### config.mk
export PLATFORM = sky130hd
export DESIGN_NAME = blink_monitor
export DESIGN_NICKNAME = d
export VERILOG_FILES = /design/src/rtl/blink_pkg.sv /design/src/rtl/blink_edge_det.sv /design/src/rtl/blink_monitor.sv
export SDC_FILE = /design/constraint.sdc
export NUM_CORES = 1
export LEC_CHECK = 0
export ABC_AREA = 0
export CAP_MARGIN = 20
export CELL_PAD_IN_SITES_DETAIL_PLACEMENT = 0
export CELL_PAD_IN_SITES_GLOBAL_PLACEMENT = 1
export CORE_MARGIN = 8
export CORE_UTILIZATION = 42
export DETAILED_ROUTE_END_ITERATION = 7
export PLACE_DENSITY_LB_ADDON = 0.1
export SLEW_MARGIN = 5
export SYNTH_ARGS = -nofsm -noshare
export SYNTH_HDL_FRONTEND = slang
export SYNTH_SLANG_ARGS = --single-unit
### constraint.sdc
create_clock -name clk -period 2.2 [get_ports clk]
set_input_delay 0.22 -clock clk [delete_from_list [all_inputs] [get_ports clk]]
set_output_delay 0.22 -clock clk [all_outputs]
set_load 0.01 [all_outputs]
### src/rtl/blink_pkg.sv
// Shared types and default constants for the LED blink monitor.
package blink_pkg;

  typedef enum logic [1:0] {
    SEEK  = 2'd0,
    TRACK = 2'd1,
    LOCK  = 2'd2,
    FAULT = 2'd3
  } state_e;

  localparam int CBITS_DEF  = 14;
  localparam int LOCK_N_DEF = 2;

endpackage : blink_pkg

### src/rtl/blink_edge_det.sv
// Samples the LED level and wrap strobe; reports qualified edges and edges
// that arrive without a preceding wrap strobe.
module blink_edge_det (
  input  logic clk,
  input  logic rst,
  input  logic led_i,
  input  logic flg_i,
  output logic edge_o,
  output logic sync_err_o
);

  logic led_q;
  logic flg_q;
  logic primed_q;

  // NOTE: sequential state uses non-blocking assignments so every register
  // samples the pre-edge value of its neighbours.
  always_ff @(posedge clk) begin
    if (!rst) begin
      led_q    <= 1'b0;
      flg_q    <= 1'b0;
      primed_q <= 1'b0;
    end else begin
      led_q    <= led_i;
      flg_q    <= flg_i;
      primed_q <= 1'b1;
    end
  end

  // led_q is not a real history sample until primed, so the first cycle
  // after reset can never report an edge.
  assign edge_o     = primed_q & (led_i ^ led_q);
  assign sync_err_o = edge_o & ~flg_q;

endmodule : blink_edge_det

### src/rtl/blink_monitor.sv
// Checks that an LED toggles every 2^CBITS clocks in step with its generator's
// wrap strobe; locks after LOCK_N good half-periods and latches faults.
module blink_monitor
  import blink_pkg::*;
#(
  parameter int CBITS  = CBITS_DEF,
  parameter int LOCK_N = LOCK_N_DEF
) (
  input  logic             clk,
  input  logic             rst,
  input  logic             led,
  input  logic             flg,
  input  logic             clr,
  output logic             locked,
  output logic             err_period,
  output logic             err_sync,
  output logic [CBITS:0]   half_period,
  output logic             edge_p
);

  localparam logic [CBITS:0] CNT_ONE  = (CBITS+1)'(1);
  localparam logic [CBITS:0] HALF     = CNT_ONE << CBITS;
  localparam logic [CBITS:0] CNT_MAX  = '1;
  localparam logic [3:0]     GOOD_MAX = 4'(LOCK_N);

  state_e           state_q, state_d;
  logic [CBITS:0]   cnt_q, cnt_d;
  logic [3:0]       good_q, good_d, good_inc;
  logic             err_period_q, err_period_d;
  logic             err_sync_q, err_sync_d;
  logic [CBITS:0]   half_period_q, half_period_d;
  logic             locked_q;
  logic             edge_p_q;
  logic             edge_w;
  logic             sync_err_w;

  blink_edge_det u_edge_det (
    .clk        (clk),
    .rst        (rst),
    .led_i      (led),
    .flg_i      (flg),
    .edge_o     (edge_w),
    .sync_err_o (sync_err_w)
  );

  assign good_inc = (good_q < GOOD_MAX) ? good_q + 4'd1 : good_q;

  // NOTE: every _d gets its hold value first, so no path can leave one
  // unassigned and infer a latch.
  always_comb begin
    state_d       = state_q;
    cnt_d         = cnt_q;
    good_d        = good_q;
    err_period_d  = err_period_q;
    err_sync_d    = err_sync_q;
    half_period_d = half_period_q;

    if (clr) begin
      state_d      = SEEK;
      cnt_d        = '0;
      good_d       = '0;
      err_period_d = 1'b0;
      err_sync_d   = 1'b0;
    end else begin
      unique case (state_q)
        SEEK: begin
          if (edge_w) begin
            state_d = TRACK;
            cnt_d   = CNT_ONE;
            good_d  = '0;
          end
        end
        TRACK, LOCK: begin
          if (edge_w) begin
            half_period_d = cnt_q;
            cnt_d         = CNT_ONE;
            if (sync_err_w) begin
              err_sync_d = 1'b1;
              state_d    = FAULT;
            end else if (cnt_q == HALF) begin
              good_d = good_inc;
              if (good_inc == GOOD_MAX) state_d = LOCK;
            end else begin
              err_period_d = 1'b1;
              state_d      = FAULT;
            end
          end else if (cnt_q == HALF) begin
            // A full half-period elapsed with no edge: report HALF+1.
            err_period_d  = 1'b1;
            half_period_d = HALF + CNT_ONE;
            state_d       = FAULT;
          end else if (cnt_q != CNT_MAX) begin
            cnt_d = cnt_q + CNT_ONE;
          end
        end
        FAULT: ;
        default: state_d = SEEK;
      endcase
    end
  end

  always_ff @(posedge clk) begin
    if (!rst) begin
      state_q       <= SEEK;
      cnt_q         <= '0;
      good_q        <= '0;
      err_period_q  <= 1'b0;
      err_sync_q    <= 1'b0;
      half_period_q <= '0;
      locked_q      <= 1'b0;
      edge_p_q      <= 1'b0;
    end else begin
      state_q       <= state_d;
      cnt_q         <= cnt_d;
      good_q        <= good_d;
      err_period_q  <= err_period_d;
      err_sync_q    <= err_sync_d;
      half_period_q <= half_period_d;
      locked_q      <= (state_d == LOCK);
      edge_p_q      <= edge_w;
    end
  end

  assign locked      = locked_q;
  assign err_period  = err_period_q;
  assign err_sync    = err_sync_q;
  assign half_period = half_period_q;
  assign edge_p      = edge_p_q;

endmodule : blink_monitor

==> summary.txt <==
Max Buffers Root-to-Sink -> 2
max-capacitance violation count -> 0
pre-CTS setup slack -> 0.155 ns
sequential cell area fraction in the yosys report -> 39.0%
async set or reset register ratio after synthesis -> 0%
routed vias -> 1,946
initial antenna violation count -> 0
Yosys warning total -> 0
post-synthesis cell area -> 0.00220 mm2
Hold Buf Count CTS -> 0
number of synthesized flops with an enable pin -> 0
data arrival time of the critical path -> 2.24 ns
final WL -> 5510 um
first-pass GRT wire length -> 9390 um
final count of hold timing violations -> 0
clock-pin slew of the registers on the worst-case setup and hold paths -> 0.08 ns
maximum number of pins on one net before global-route repair -> 20
core outline area -> 0.00507 mm2
number of clock buffers inserted by TritonCTS -> 5
Die X-Extent -> 88.5 um
final critical path time including I/O delays and setup -> 2.01 ns
leading area contributor after synthesis -> dfxtp_1
setup slack after layout -> 0.193 ns
Post-route DRC -> 0
register area -> 861 um2
share of the clock period used by the worst path after layout -> 91.2%
worst min path class -> reg2reg
kind of capture point of the worst setup path -> flip-flop
overall routing resource usage -> 15.4%
share of cells above drive strength 1 -> 15.2%
number of distinct library cells after synthesis -> 56
standard-cell row count -> 26
clock sinks -> 43
depth of the CTS H-tree -> 2
Pleak -> 0.920 nW
top-area cell type share of the netlist area -> 39.0%
setup-violating endpoint count in the final report -> 0
ANT nets after route -> 0
Synth Instances -> 247
total area of multi-input combinational cells -> 0.00126 mm2
worst-path fanout max -> 14
ports placed on the boundary -> 24
number of cells on the worst hold path -> 2
total of buffers placed on input and output ports -> 23
number of nets in the final layout -> 292
CP Class -> reg2reg
iteration-0 DRC count of the detailed router -> 111
clock skew after layout -> 0.00290 ns
number of fill cells in the layout -> 510
required time at the worst-slack endpoint -> 2.43 ns
post-DP HPWL -> 4130 um
Synth Register Bits -> 43
number of setup buffers added after CTS -> 0
antenna cell count -> 0
root buffer selected by CTS -> clkbuf_8
Power Dens Cells -> 525 mW/mm2
run status -> finished, final reports clean
depth of the worst register-to-register path -> 7
Mapped Avg Cell Area -> 8.93 um2
die height -> 88.5 um
max-slew violation total from the final report -> 0
layout-stage area growth over the synthesis result -> 21.9%
total cell area at the placement stage -> 0.00259 mm2
Critical Path Start Type -> flip-flop
TritonCTS clock tree -> yes
Least-Margin Pin Slew -> 0.391 ns
Starting Density -> 43.4%
grt total ovfl -> 0
detail-routed via count per cell -> 5.51
final setup TNS -> 0 ns
clock insertion delay at the later pin of the skew report -> 0.30 ns
wire length per cell after detailed routing -> 15.6 um
GPL Wtd Cong -> 0.849
first-pass iteration count of the detailed router -> 4
post-route cell area -> 0.00269 mm2
Synthesized Nets -> 257
dominant synthesized flop cell -> dfxtp_1
RSZ-0062 raised after global routing -> false
full die area -> 0.00782 mm2
maximum clock frequency -> 498 MHz
Max transition margin -> 73.7%
number of global-route vias before repair -> 1,907
largest cells by area after synthesis -> dfxtp_1 39%, nand3_1 4.8%, nand2_1 3.7%, a21oi_1 3.2%, a21boi_0 3.1%
VDD IR-drop max -> 275 uV
cell type report:
class / count / area share (%)
timing repair buffer: 38 / 13.2
tap: 70 / 3.26
clock buffer: 6 / 2.70
inverter: 11 / 1.54
sequential: 43 / 32.0
clock inverter: 2 / 0.466
multi-input combinational: 183 / 46.8
critical path, cell delays in order (launching register included):
cell     delay (ns)
dfxtp_1        0.36
inv_1          0.08
ha_2           0.37
inv_1          0.11
nor2_2         0.19
a31oi_4        0.19
or4_1          0.50
a21oi_1        0.14
where the power goes:
group | switching, W | internal (W)
combinational | 0.0000700 | 0.0000496
clock | 0.000279 | 0.000222
sequential | 0.00000535 | 0.000784
total | 0.000355 | 0.00106
cell families after synthesis:
logic type,Yosys count,synth area share (%)
AND/OR/NAND/NOR,112,31.0
AO/OA/AOI/OAI,61,20.6
flip-flops,43,39.0
buffers and inverters,21,4.37
adder cells (fa/ha/maj),5,2.84
XOR/XNOR,3,1.19
multiplexers,2,0.908
state kept, by name, summed over array words and instances (netlist names):
register / flops
half_period: 15
state_q: 2
locked: 1
edge_p: 1
cnt_q: 15
u_edge_det.led_q: 1
u_edge_det.primed_q: 1
err_sync: 1
err_period: 1
good_q: 4
u_edge_det.flg_q: 1
timing repair:
action | in CTS | in global routing
endpoints found under the hold margin | 0 | 0
setup endpoints to repair | 0 | 1
gates resized for setup | 0 | 2
Yosys cell counts (2+ instances only):
cell type,instances
nor2_1,14
or3_1,5
nand4b_1,2
a21boi_0,9
mux2i_1,2
nor4_4,2
buf_2,2
buf_4,2
nand4_1,6
a21boi_1,4
inv_1,11
nor3_1,4
clkbuf_1,5
or4_1,3
nand4_4,2
nor2_2,2
nand2_1,22
a31o_2,3
o21ai_0,3
nand3_1,21
o21ai_1,4
nor2b_1,3
o31ai_1,3
xnor2_1,2
a21oi_1,14
and4_1,3
dfxtp_1,43
a211oi_1,2
o21ai_2,2
a31oi_1,2
ha_1,5
nor3_2,2
a41oi_1,2
o311a_1,2
nand3b_1,2
nand2b_1,4
and2_1,6
and3_1,4
metal layers:
layer | wire length (um) | vias up | track usage, %
met2 | 2680 | 40 | 25.7
met4 | 70 | 0 | 4.30
met5 | 0 | - | 0
li1 | - | 986 | -
met3 | 212 | 7 | 3.25
met1 | 2550 | 913 | 19.3
final timing paths:
check	from	endpoint	slack, ns
setup / recovery	state_q[0]$_SDFF_PN0_	cnt_q[11]$_SDFFE_PP0P_	0.19
hold / removal	half_period[9]$_SDFFE_PN0P_	half_period[9]$_SDFFE_PN0P_	0.45
setup reg to reg	state_q[0]$_SDFF_PN0_	cnt_q[11]$_SDFFE_PP0P_	0.19
hold reg to reg	half_period[9]$_SDFFE_PN0P_	half_period[9]$_SDFFE_PN0P_	0.45
cell usage in the layout, fill, tap and decap left out, types with 5 or more instances in the layout:
master / n
a21boi_0: 9
a21oi_1: 14
and2_1: 6
buf_4: 14
clkbuf_8: 5
clkdlybuf4s50_1: 23
dfxtp_1: 43
inv_1: 11
nand2_1: 22
nand3_1: 21
nand4_1: 6
nor2_1: 14
or3_1: 5
per-stage QoR:
step           cells  hold slack [ns]  util, %  power [W]
6_report         353            0.450     52.9    0.00141
5_1_grt          353            0.477     52.9    0.00147
4_1_cts          353            0.455     52.8    0.00142
3_5_place_dp     345            0.446     51.1   0.000924
3_3_place_gp     345            0.439     51.1   0.000924
2_1_floorplan    247            0.248        -   0.000884
No activity file was read; power rests on OpenSTA's default activity.
